**config.mk**
```make
export PLATFORM = sky130hd
export DESIGN_NAME = writeback_unit
export DESIGN_NICKNAME = d
export VERILOG_FILES = /design/src/rtl/writeback_unit.sv
export SDC_FILE = /design/constraint.sdc
export NUM_CORES = 1
export LEC_CHECK = 0
export BUFFER_PORTS_ARGS = -buffer_cell sky130_fd_sc_hd__buf_2
export CORE_MARGIN = 8
export CORE_UTILIZATION = 45
export CTS_CLUSTER_SIZE = 40
export DETAILED_ROUTE_END_ITERATION = 10
export GPL_ROUTABILITY_DRIVEN = 0
export PLACE_DENSITY = 0.85
export SETUP_SLACK_MARGIN = 0.3
export SYNTH_ARGS = -nofsm -noshare
export SYNTH_HDL_FRONTEND = slang
export SYNTH_SLANG_ARGS = --single-unit
```
**constraint.sdc**
```tcl
create_clock -name clk -period 4.8 [get_ports clk]
set_input_delay 0.96 -clock clk [delete_from_list [all_inputs] [get_ports clk]]
set_output_delay 0.96 -clock clk [all_outputs]
set_load 0.01 [all_outputs]
```
**src/rtl/writeback_unit.sv**
```systemverilog
// Writeback stage: captures memory-stage output, squashes wrong-path work,
// drives register-file port-2 load controls, halts and counts retirements.
module writeback_unit #(
  parameter int          CNT_W     = 16,
  parameter logic [31:0] NOP_INSTR = 32'hF000_0000
) (
  input  logic             clk,
  input  logic             rst_n,
  input  logic [31:0]      instr_in,
  input  logic             branch_in,
  input  logic [6:0]       pc_in,
  input  logic             branch_ref_global,
  input  logic             stall,
  output logic [31:0]      instr_output,
  output logic [6:0]       pc_out,
  output logic [3:0]       rd,
  output logic             w_en2,
  output logic             sel_w_data,
  output logic             valid,
  output logic             is_halt,
  output logic [CNT_W-1:0] retire_count
);

  typedef enum logic {
    RUN    = 1'b0,
    HALTED = 1'b1
  } state_e;

  localparam logic [6:0] OP_HALT = 7'b0101010;

  state_e            state_q, state_d;
  logic [31:0]       instr_q, instr_d;
  logic [6:0]        pc_q, pc_d;
  logic              valid_q, valid_d;
  logic [CNT_W-1:0]  cnt_q, cnt_d;

  logic [6:0] opcode;
  logic       load;
  logic       halt_ret;

  assign opcode   = instr_q[27:21];
  assign load     = (opcode[6:3] == 4'b1000) ||
                    ((opcode[6:5] == 2'b11) && !opcode[4]);
  assign halt_ret = valid_q && (opcode == OP_HALT);

  always_ff @(posedge clk or negedge rst_n) begin
    if (!rst_n) begin
      state_q <= RUN;
      instr_q <= NOP_INSTR;
      pc_q    <= '0;
      valid_q <= 1'b0;
      cnt_q   <= '0;
    end else begin
      state_q <= state_d;
      instr_q <= instr_d;
      pc_q    <= pc_d;
      valid_q <= valid_d;
      cnt_q   <= cnt_d;
    end
  end

  always_comb begin
    state_d = state_q;
    instr_d = instr_q;
    pc_d    = pc_q;
    valid_d = valid_q;
    cnt_d   = cnt_q;
    if (!stall) begin
      unique case (state_q)
        RUN: begin
          if (valid_q && (cnt_q != {CNT_W{1'b1}}))
            cnt_d = cnt_q + CNT_W'(1);
          // A retiring HALT wins over whatever is arriving this edge
          if (halt_ret) begin
            state_d = HALTED;
            instr_d = NOP_INSTR;
            valid_d = 1'b0;
          end else begin
            pc_d = pc_in;
            if (branch_in != branch_ref_global) begin
              instr_d = NOP_INSTR;
              valid_d = 1'b0;
            end else begin
              instr_d = instr_in;
              valid_d = (instr_in[31:28] != 4'b1111);
            end
          end
        end
        HALTED: begin
          instr_d = NOP_INSTR;
          valid_d = 1'b0;
        end
      endcase
    end
  end

  assign instr_output = instr_q;
  assign pc_out       = pc_q;
  assign rd           = instr_q[15:12];
  assign valid        = valid_q;
  assign sel_w_data   = load;
  assign w_en2        = valid_q && load && !stall;
  assign is_halt      = (state_q == HALTED);
  assign retire_count = cnt_q;

endmodule

```
* Yosys cells after proc, flatten, opt, wreduce, memory -nomap -nowiden
Index checks and enable logic that the tools add are counted.
** Storage, ports and cells
- Flip-flop bits (word level) :: 57
- Bits of input ports :: 44
- Logic and storage cells :: 33
** Cells by class
- $add $sub $neg :: 1
- Equality and inequality tests :: 6
- Multiplexer cells :: 8
- Bitwise operators :: 3
- Reductions and logical operators :: 10
** Operator list (number)
- 2-to-1 mux 32 bit :: 2
- case mux 32 bit (2 select lines) :: 1
- adder 16 x 1 -> 16 bit, second input constant :: 1
- inequality test 16 bit, second input constant :: 1
- equality test 7 x 6 -> 1 bit, second input constant :: 1
- AND reduction 3 bit :: 2
- logical AND 1 bit :: 5
- equality test 4 bit, second input constant :: 1
- 2-to-1 mux 1 bit :: 4
- inequality test 4 bit, second input constant :: 1
- NOT 1 bit :: 3
- equality test 2 bit, second input constant :: 1
- zero test 1 bit :: 2
- case mux 1 bit (2 select lines) :: 1
- logical OR 1 bit :: 1
- inequality test 1 bit :: 1

* Depth between registers and ports, before layout
Gate-level depths: netlist (run 1).
- Depth in word-level cells :: 5
- Depth in mapped cells :: 7
- Mapped depth without buffers :: 5

* Worst setup path before layout (run 1)
OpenSTA, ideal clock, no wires.
- Path kind :: in2out
- Start :: input port stall
- End :: output port w_en2
- Arrival :: 1.316 ns
- Data required time :: 3.840 ns
- Slack :: 2.524 ns
- Stages on the path :: 2
- Buffers on the path :: 1
- Path through :: buf_6 and3b_1
** Between the ends
- Longest elaborated chain between the ends :: 2
** RTL lines
- start, declared :: RTL line 13 : input logic stall,
- zero test 1 bit :: RTL line 102 : assign w_en2 = valid_q && load && !stall;
- logical AND 1 bit :: RTL line 102
- end, declared :: RTL line 17 : output logic w_en2,
No other way between the ends.

* Worst setup path after layout (run 1)
Same ends and word-level chain as after synthesis.

==> flow_metrics.tcl, run 1 <==
set metrics [dict create \
    cap_viol_max_count 0 \
    worst-path-buf-inv 2 \
    syn_to_final_growth_pct 31.1 \
    ff2ff_setup_slack_ns 2.59 \
    slowest_delay_ns 0.51 \
    p_sw_uw 314 \
    grt_pass1_wl_mm 9.63 \
    cts_num_sinks 57 \
    slowest_stage "buf_2" \
    drt_first_pass_iters 4 \
    final-hold-violation-count 0 \
    required_ns 3.84 \
    wl_per_cell_um 16.9 \
    initial_core_util 0.469 \
    grt_setup_unrepaired "false" \
    drt.antenna.violating_nets 0 \
    grt-ovfl-total 0 \
    root_buffer "clkbuf_8" \
    seqPwrFrac 0.475 \
    nets 327 \
    drive_above_1_share 0.491 \
    hpwl_mm 4.48 \
    synth.distinct_cells 38 \
    path_cells "buf_2 -> and3b_1 -> buf_2" \
    clk_pin_slew_ns 0.06 \
    hp-class "flop to flop" \
    maxSlewHeadroom 0.311 \
    critPathMostFrequentCell "buf_2" \
    status "completed" \
    antenna_cells 0 \
    clk_path_buf_depth 2 \
    postCtsSetupRepairBufs 0 \
    vias 1856 \
    viasPerCell 5.20 \
    finalSetupViolations 0 \
    tightest_slew_ns 1.03 \
    fin_crit_sh 0.591 \
    cts_tree "yes" \
    synth_area_um2 2390 \
    yosysTopAreaCell "dfrtp_1" \
    hold_path_depth 2 \
    synth_edf_count 0 \
    max_freq_ghz 0.352 \
    route.detailed.drc 0 \
    postCtsResizedCells 0 \
    ys_ff_latch 57 \
    final_cells 357 \
    p_int_uw 872 \
    pwr_density_cell_nw_per_um2 378 \
    cp-end-kind "primary output" \
    critPathArrivalTime_ns 1.88 \
    slew_viol_final 0 \
    initialDrtViolationCount 61 \
    period_minus_slack_ns 2.84 \
    r2r-end "instr_output[8]" \
    min_to "instr_output[28]" \
    critPathMaxFanout 37 \
    avgSynthCellArea_um2 13.6 \
    peakVddDrop_uv 254 \
    dieArea_um2 7910 \
    ctsHoldBuffers 0 \
    cp-start-kind "input port" \
    clk_latency_ns 0.33 \
    yosysTopAreaCellShare 0.554 \
    synth.yosys.warnings 0 \
    r2r_cells 4 \
    min_from "instr_output[28]" \
    track_usage 0.162 \
    async_flop_share 1.00 \
    core_um2 5110 \
    p_clk_frac 0.383 \
    syn_nets 221 \
    totalWireLength_mm 6.04 \
    postSynthCellCount 176 \
    power_frac_comb 0.142 \
    antenna_found_initial 0 \
    fp.dieH_um 88.9 \
    p_sw_frac 0.265 \
    critical_path_class "input port to primary output" \
    grt_max_degree 58 \
    yosysSeqAreaShare 0.598 \
    numCtsBuffers 9 \
    fin_setup_tns_ns 0 \
    synth_flop_cell "dfrtp_1" \
    h-tree-depth 3 \
    dp_cells 341 \
    boundaryPins 107 \
    utilization 0.614 \
    rows 26 \
    cp_top_family "buffers and inverters" \
    p_leak_uw 0.00168 \
    synth.most_common_cell "dfrtp_1" \
    nFillCells 418 \
    grt_pass1_vias 2026 \
    die_w_um 88.9 \
    fin_skew_ns 0.00610 \
    synth_common_cells "dfrtp_1, a22o_1, xnor2_1" \
    port_buffers 106 \
    rr_startpoint "valid" \
    synthTopCellsByArea "dfrtp_1, a22o_1, dfstp_2, mux2_2, xnor2_1" \
]
-- cells by family after synthesis --
kind of cell / synth area share
and+or+nand+nor: 0.105
xor gates and xnor gates: 0.0476
AOI/OAI and AO/OA: 0.164
buffers and inverters: 0.0429
adders and majority gates: 0.00523
DFF: 0.598
muxes: 0.0376
-- power groups by stage --
stage,Clock (uW),Combinational [uW],Sequential [uW]
2_1_floorplan,0,68.8,587
3_3_place_gp,0,170,570
3_5_place_dp,0,174,572
4_1_cts,464,174,564
5_1_grt,491,186,571
6_report,454,169,563
-- layer usage --
metal | share of wire | track usage
met2 | 0.46 | 0.251
met5 | 0 | 0
met4 | 0.018 | 0.0816
met3 | 0.10 | 0.0689
met1 | 0.42 | 0.188
-- how the worst max path moves through the flow --
| stage | startpoint | to | depth (start not counted) |
|---|---|---|---|
| after detailed placement | stall | instr_output[8] | 5 |
| after global routing | stall | instr_output[8] | 5 |
| after CTS | stall | w_en2 | 3 |
| after floorplan | stall | w_en2 | 2 |
| after global placement | stall | instr_output[10] | 5 |
| final | stall | w_en2 | 3 |
-- tightest hold or removal path, delay by kind of cell, from the launching register on --
kind | cells | cell delay, ns
flops | 1 | 0.36
buf+inv | 1 | 0.04
compound gates | 1 | 0.05
-- state kept, by name, summed over array words and instances, names as in the netlist --
name,cells
instr_output,32
retire_count,16
pc_out,7
is_halt,1
valid,1
-- metrics by stage --
| step | hold slack (ns) | total power (uW) | setup slack, ns | instance area, um^2 |
|---|---|---|---|---|
| floorplan | 0.470 | 656 | 2.52 | 2390 |
| global placement | 0.453 | 740 | 1.86 | 2930 |
| detailed placement | 0.453 | 746 | 1.71 | 2930 |
| CTS | 0.463 | 1200 | 1.96 | 3140 |
| global route | 0.492 | 1250 | 1.91 | 3140 |
| finish | 0.460 | 1190 | 1.96 | 3140 |
-- cell usage in the layout (no fill, tap or decap) --
cell / instances
buf_2: 106
dfrtp_1: 53
a22o_1: 29
clkbuf_8: 11
xnor2_1: 10
mux2_2: 8
nand3_1: 7
inv_1: 4
a2bb2oi_1: 4
and4_1: 4
nand4_1: 4
dfstp_2: 4
nor2_1: 3
o211ai_1: 3
a31oi_1: 3
xor2_1: 3
clkinv_2: 3
and4bb_2: 2
nand2_1: 2
and2_1: 2
and3_1: 2
o2111ai_1: 2
nor2b_1: 1
nor3b_1: 1
and3b_1: 1
a21boi_4: 1
or3b_1: 1
nor3_2: 1
nor3_4: 1
o21ai_0: 1
a21oi_1: 1
and4b_1: 1
nor4b_2: 1
o21a_1: 1
nor3_1: 1
o21bai_1: 1
ha_1: 1
bufinv_16: 1
clkinv_4: 1
buf_4: 1
-- cell type report --
cell class                 instances  area (um^2)  share of cell area
sequential                        57         1430               0.456
multi-input combinational        103          860               0.274
timing repair buffer             107          538               0.172
clock buffer                      11          151              0.0483
tap                               70         87.6              0.0279
clock inverter                     5         53.8              0.0172
inverter                           4         15.0             0.00479
Power figures use the tool's default switching activity.
==> inputs of run 2 (changes only) <==
==> constraint.sdc (replaced) <==
create_clock -name clk -period 2.9 [get_ports clk]
set_input_delay 0.58 -clock clk [delete_from_list [all_inputs] [get_ports clk]]
set_output_delay 0.58 -clock clk [all_outputs]
set_load 0.01 [all_outputs]
==> run 2 against run 1 <==
Critical path depth did not move. Wire length fell by 0.51%. Core utilization rose by 0.61 points. Count of clock-buffer cells in the layout did not move. Total power grew 74%. Die area did not move. Register-to-register slack got worse by 1.5 ns. Sequential share of layout area fell by 0.45 points. Sequential power up 66%. Critical path type unchanged. Largest cell class unchanged.
==> flow_metrics.tcl, run 2 (synthesis results as in run 1) <==
set metrics [dict create \
    maxSlewHeadroom 0.565 \
    p_leak_uw 0.00169 \
    final-hold-violation-count 0 \
    slew_viol_final 0 \
    h-tree-depth 3 \
    clk_pin_slew_ns 0.06 \
    finalSetupViolations 0 \
    drt_first_pass_iters 4 \
    core_um2 5110 \
    syn_to_final_growth_pct 32.4 \
    fin_setup_tns_ns 0 \
    clk_path_buf_depth 2 \
    critPathMaxFanout 37 \
    final_cell_mix "buf_2, dfrtp_1, a22o_1" \
    ctsHoldBuffers 0 \
    finalWorstSetupSlack_ns 0.817 \
    cts_num_sinks 57 \
    initial_core_util 0.469 \
    cap_viol_max_count 0 \
    fp.dieH_um 88.9 \
    boundaryPins 107 \
    required_ns 2.32 \
    period_minus_slack_ns 2.08 \
    grt_pass1_vias 2034 \
    fin_skew_ns 0.00771 \
    port_buffers 106 \
    route.detailed.drc 0 \
    drive_above_1_share 0.493 \
    viasPerCell 5.20 \
    tightest_slew_ns 0.653 \
    drt.antenna.violating_nets 0 \
    nets 328 \
    grt_pass1_wl_mm 9.72 \
    rows 26 \
    dieArea_um2 7910 \
    initialDrtViolationCount 124 \
    critical_path_class "input port to primary output" \
    hp-class "input port to async pin" \
    grt-ovfl-total 0 \
    antenna_found_initial 0 \
    fin_crit_sh 0.718 \
    track_usage 0.162 \
    grt_setup_unrepaired "false" \
    root_buffer "clkbuf_8" \
    critPathArrivalTime_ns 1.50 \
    postCtsResizedCells 0 \
    numCtsBuffers 9 \
    peakVddDrop_uv 365 \
    max_freq_ghz 0.480 \
    die_w_um 88.9 \
    cp-end-kind "primary output" \
    vias 1860 \
    totalWireLength_mm 6.01 \
    clk_latency_ns 0.33 \
    layout_commonest_cell "buf_2" \
    postCtsSetupRepairBufs 0 \
    pre_cts_slack_ns 0.654 \
    wl_per_cell_um 16.8 \
    largest_reg_flops 32 \
    antenna_cells 0 \
    cts_tree "yes" \
    status "completed" \
    hpwl_mm 4.48 \
    cp-start-kind "input port" \
    grt_max_degree 38 \
    pwr_density_cell_nw_per_um2 650 \
]
[run 2: final timing paths]
path	from	to	slack (ns)	depth (start not counted)
setup / recovery	stall	w_en2	0.82	3
hold / removal	rst_n	retire_count[12]	0.25	1
setup reg to reg	retire_count[0]	retire_count[1]	1.11	5
hold reg to reg	instr_output[28]	instr_output[28]	0.46	2
max in group asynchronous	rst_n	instr_output[28]	1.80	2
min in group clk	instr_in[15]	instr_output[15]	0.46	2
[run 2: per-stage QoR]
stage          cells  cell area, um^2  utilization  hold WS (ns)  total power (uW)
2_1_floorplan    176             2390            -         0.284              1090
3_3_place_gp     342             2940        0.575         0.455              1220
5_1_grt          358             3170        0.620         0.296              2150
4_1_cts          358             3170        0.620         0.261              2080
6_report         358             3170        0.620         0.252              2060
3_5_place_dp     342             2940        0.575         0.459              1240
[run 2: report_power, final]
| part | switching (uW) | leakage, uW | internal (uW) |
|---|---|---|---|
| Combinational | 146 | 0.000831 | 137 |
| Clock | 315 | 0.000115 | 527 |
| Sequential | 64.7 | 0.000745 | 868 |
| Total | 525 | 0.00169 | 1530 |
[run 2: critical path: stages]
cell	delay (ns)
buf_2	0.51
and3b_1	0.26
buf_2	0.14
[run 2: final cells by class]
cell class                 count  area (um^2)
sequential                    57         1430
multi-input combinational    103          860
inverter                       4         15.0
clock buffer                  11          151
fill                         428         1940
timing repair buffer         108          546
tap                           70         87.6
clock inverter                 5         77.6
[run 2: per-layer routing]
layer,part of all wire,global-route usage,vias up
met5,0,0,-
met4,0.025,0.0967,0
met3,0.10,0.0699,12
met2,0.46,0.239,85
met1,0.42,0.192,888
li1,-,-,875
==> inputs of run 3 (changes only) <==
--- a/config.mk
+++ b/config.mk
@@ -5,13 +5,14 @@
 export SDC_FILE = /design/constraint.sdc
 export NUM_CORES = 1
 export LEC_CHECK = 0
+export ABC_AREA = 1
 export BUFFER_PORTS_ARGS = -buffer_cell sky130_fd_sc_hd__buf_2
 export CORE_MARGIN = 8
-export CORE_UTILIZATION = 45
+export CORE_UTILIZATION = 44
 export CTS_CLUSTER_SIZE = 40
 export DETAILED_ROUTE_END_ITERATION = 10
 export GPL_ROUTABILITY_DRIVEN = 0
-export PLACE_DENSITY = 0.85
+export PLACE_DENSITY = 0.84
 export SETUP_SLACK_MARGIN = 0.3
 export SYNTH_ARGS = -nofsm -noshare
 export SYNTH_HDL_FRONTEND = slang
==> constraint.sdc (replaced) <==
create_clock -name clk -period 1.9 [get_ports clk]
set_input_delay 0.38 -clock clk [delete_from_list [all_inputs] [get_ports clk]]
set_output_delay 0.38 -clock clk [all_outputs]
set_load 0.01 [all_outputs]
==> run 3 against run 2 <==
Die area is 16% higher. Largest cell class unchanged. Flip-flop and latch count stayed put. Synthesized cell count is 100% higher. Wire length is 25% higher. Final cell count is 54% higher. Critical path type is now flop to primary output. Hold slack better by 0.043 ns. First-iteration DRC count is 27% lower. Design area is 15% higher.
==> flow_metrics.tcl, run 3 <==
set metrics [dict create \
    status "completed" \
    startpoint "instr_output[24]" \
    maxUsedRoutingLayer "met4" \
    hpwl_mm 5.59 \
    drt.antenna.violating_nets 0 \
    p_leak_uw 0.00195 \
    initialDrtViolationCount 91 \
    seqPwrFrac 0.477 \
    layout_commonest_cell "nand2_1" \
    peakVddDrop_uv 522 \
    totalWireLength_mm 7.52 \
    grt_max_degree 37 \
    rr_startpoint "instr_output[24]" \
    grt_pass1_wl_mm 12.3 \
    p_int_uw 2060 \
    grt-ovfl-total 0 \
    track_usage 0.171 \
    critPathMaxFanout 2 \
    wl_met1_mm 3.21 \
    boundaryPins 107 \
    p_sw_uw 868 \
    cts_tree "yes" \
    tightest_slew_ns 0.481 \
    dieArea_um2 9140 \
    period_minus_slack_ns 1.70 \
    final-hold-violation-count 0 \
    fp.dieH_um 95.6 \
    critical_path_class "flop to primary output" \
    yosysSeqAreaShare 0.513 \
    cts_num_sinks 57 \
    ff2ff_setup_slack_ns 0.36 \
    maxSlewHeadroom 0.678 \
    cp-start-kind "flop" \
    p_sw_frac 0.296 \
    slew_viol_final 0 \
    hp-class "input port to flop" \
    fin_skew_ns 0.00809 \
    grt_setup_unrepaired "true" \
    synth_area_um2 2790 \
    r2r_cells 7 \
    rows 29 \
    initial_core_util 0.447 \
    synth.yosys.warnings 0 \
    wl_per_cell_um 13.7 \
    fin_crit_sh 0.894 \
    cp-end-kind "primary output" \
    clk_pin_slew_ns 0.07 \
    antenna_found_initial 0 \
    h-tree-depth 3 \
    postSynthCellCount 353 \
    synth.distinct_cells 28 \
    r2r-end "instr_output[22]" \
    synth_edf_count 0 \
    wl_met3_um 818 \
    async_flop_share 1.00 \
    grt_pass1_vias 2719 \
    port_buffers 106 \
    met2WireLength_mm 3.47 \
    synth.most_common_cell "nand2_1" \
    clk_path_buf_depth 2 \
    nets 513 \
    power_frac_comb 0.191 \
    root_buffer "clkbuf_8" \
    die_w_um 95.6 \
    pre_cts_slack_ns 0.349 \
    drt_first_pass_iters 5 \
    drive_above_1_share 0.334 \
    nFillCells 575 \
    route.detailed.drc 0 \
    required_ns 1.52 \
    p_clk_frac 0.332 \
    viasPerCell 4.83 \
    crit_end "w_en2" \
    ys_ff_latch 57 \
    fin_setup_tns_ns 0 \
    core_um2 6240 \
    largest_reg_flops 32 \
    cap_viol_max_count 0 \
    vias 2659 \
    pwr_density_cell_nw_per_um2 805 \
    antenna_cells 0 \
    avgSynthCellArea_um2 7.90 \
    critPathArrivalTime_ns 1.32 \
    final_cell_mix "nand2_1, buf_2, dfrtp_1" \
    syn_to_final_growth_pct 30.4 \
    hold_path_depth 3 \
    max_freq_ghz 0.589 \
    finalSetupViolations 0 \
    numCtsBuffers 9 \
    finalWorstSetupSlack_ns 0.201 \
    synth_common_cells "nand2_1, dfrtp_1, inv_1, nand3_1, nor2_1" \
    clk_latency_ns 0.32 \
    synth_flop_cell "dfrtp_1" \
    yosysTopAreaCell "dfrtp_1" \
    yosysTopAreaCellShare 0.476 \
    syn_nets 398 \
    synthTopCellsByArea "dfrtp_1, nand2_1, nand3_1, inv_1, dfstp_2" \
]
-- run 3: layer usage --
metal	up-vias	GRT usage
met2	107	0.266
li1	1336	-
met1	1214	0.203
met3	2	0.0835
met4	0	0.0538
met5	-	0
-- run 3: cell type report --
cell class                      count  area [um^2]  area share
Sequential cell                    57         1430       0.394
Multi-Input combinational cell    247         1140       0.314
Timing Repair Buffer              122          678       0.186
Clock buffer                       11          141      0.0389
Inverter                           31          116      0.0320
Tap cell                           77         96.3      0.0265
Clock inverter                      5         31.3     0.00860
-- run 3: critical path, stage by stage (launching register included) --
cell and delay (ns):
dfrtp_1 0.38, inv_2 0.06, nor2_2 0.04, nor3_2 0.15, nand2_1 0.07, nor2_1 0.13
buf_2 0.16
-- run 3: cells by family after synthesis --
group           count (synthesis)  synth area share
xor+xnor                        5            0.0184
buf+inv                        49            0.0808
compound gates                 35            0.0691
simple gates                  206             0.314
flops                          57             0.513
fa+ha+maj                       1           0.00449
-- run 3: worst min-delay path by stage --
stage,slack [ns],start,end
after floorplan,0.08,rst_n,instr_output[0]
after global placement,0.19,rst_n,retire_count[4]
after detailed placement,0.20,rst_n,retire_count[4]
after CTS,0.27,pc_in[0],pc_out[0]
after global routing,0.29,instr_in[6],instr_output[6]
final,0.29,pc_in[0],pc_out[0]
-- run 3: power groups by stage --
| stage | registers, uW | clock network [uW] | logic, uW |
|---|---|---|---|
| final | 1400 | 972 | 560 |
| after CTS | 1400 | 1020 | 535 |
| after floorplan | 1460 | 0 | 237 |
| after global placement | 1420 | 0 | 510 |
| after detailed placement | 1420 | 0 | 526 |
| after global routing | 1410 | 1060 | 636 |
-- run 3: per-stage QoR --
step / instances / util / power [uW] / hold slack [ns] / instance area, um^2
final: 550 / 0.583 / 2930 / 0.295 / 3640
after global routing: 550 / 0.583 / 3110 / 0.290 / 3640
after CTS: 547 / 0.578 / 2950 / 0.271 / 3610
after detailed placement: 528 / 0.546 / 1950 / 0.196 / 3410
after global placement: 528 / 0.546 / 1930 / 0.195 / 3410
after floorplan: 353 / - / 1690 / 0.0844 / 2790
-- run 3: what timing repair did --
action / in CTS / in global routing
resized for setup: 2 / 3
hold endpoints to repair: 2 / 0
setup buffers: 2 / 3
setup endpoints to repair: 2 / 18
hold buffers: 1 / 0
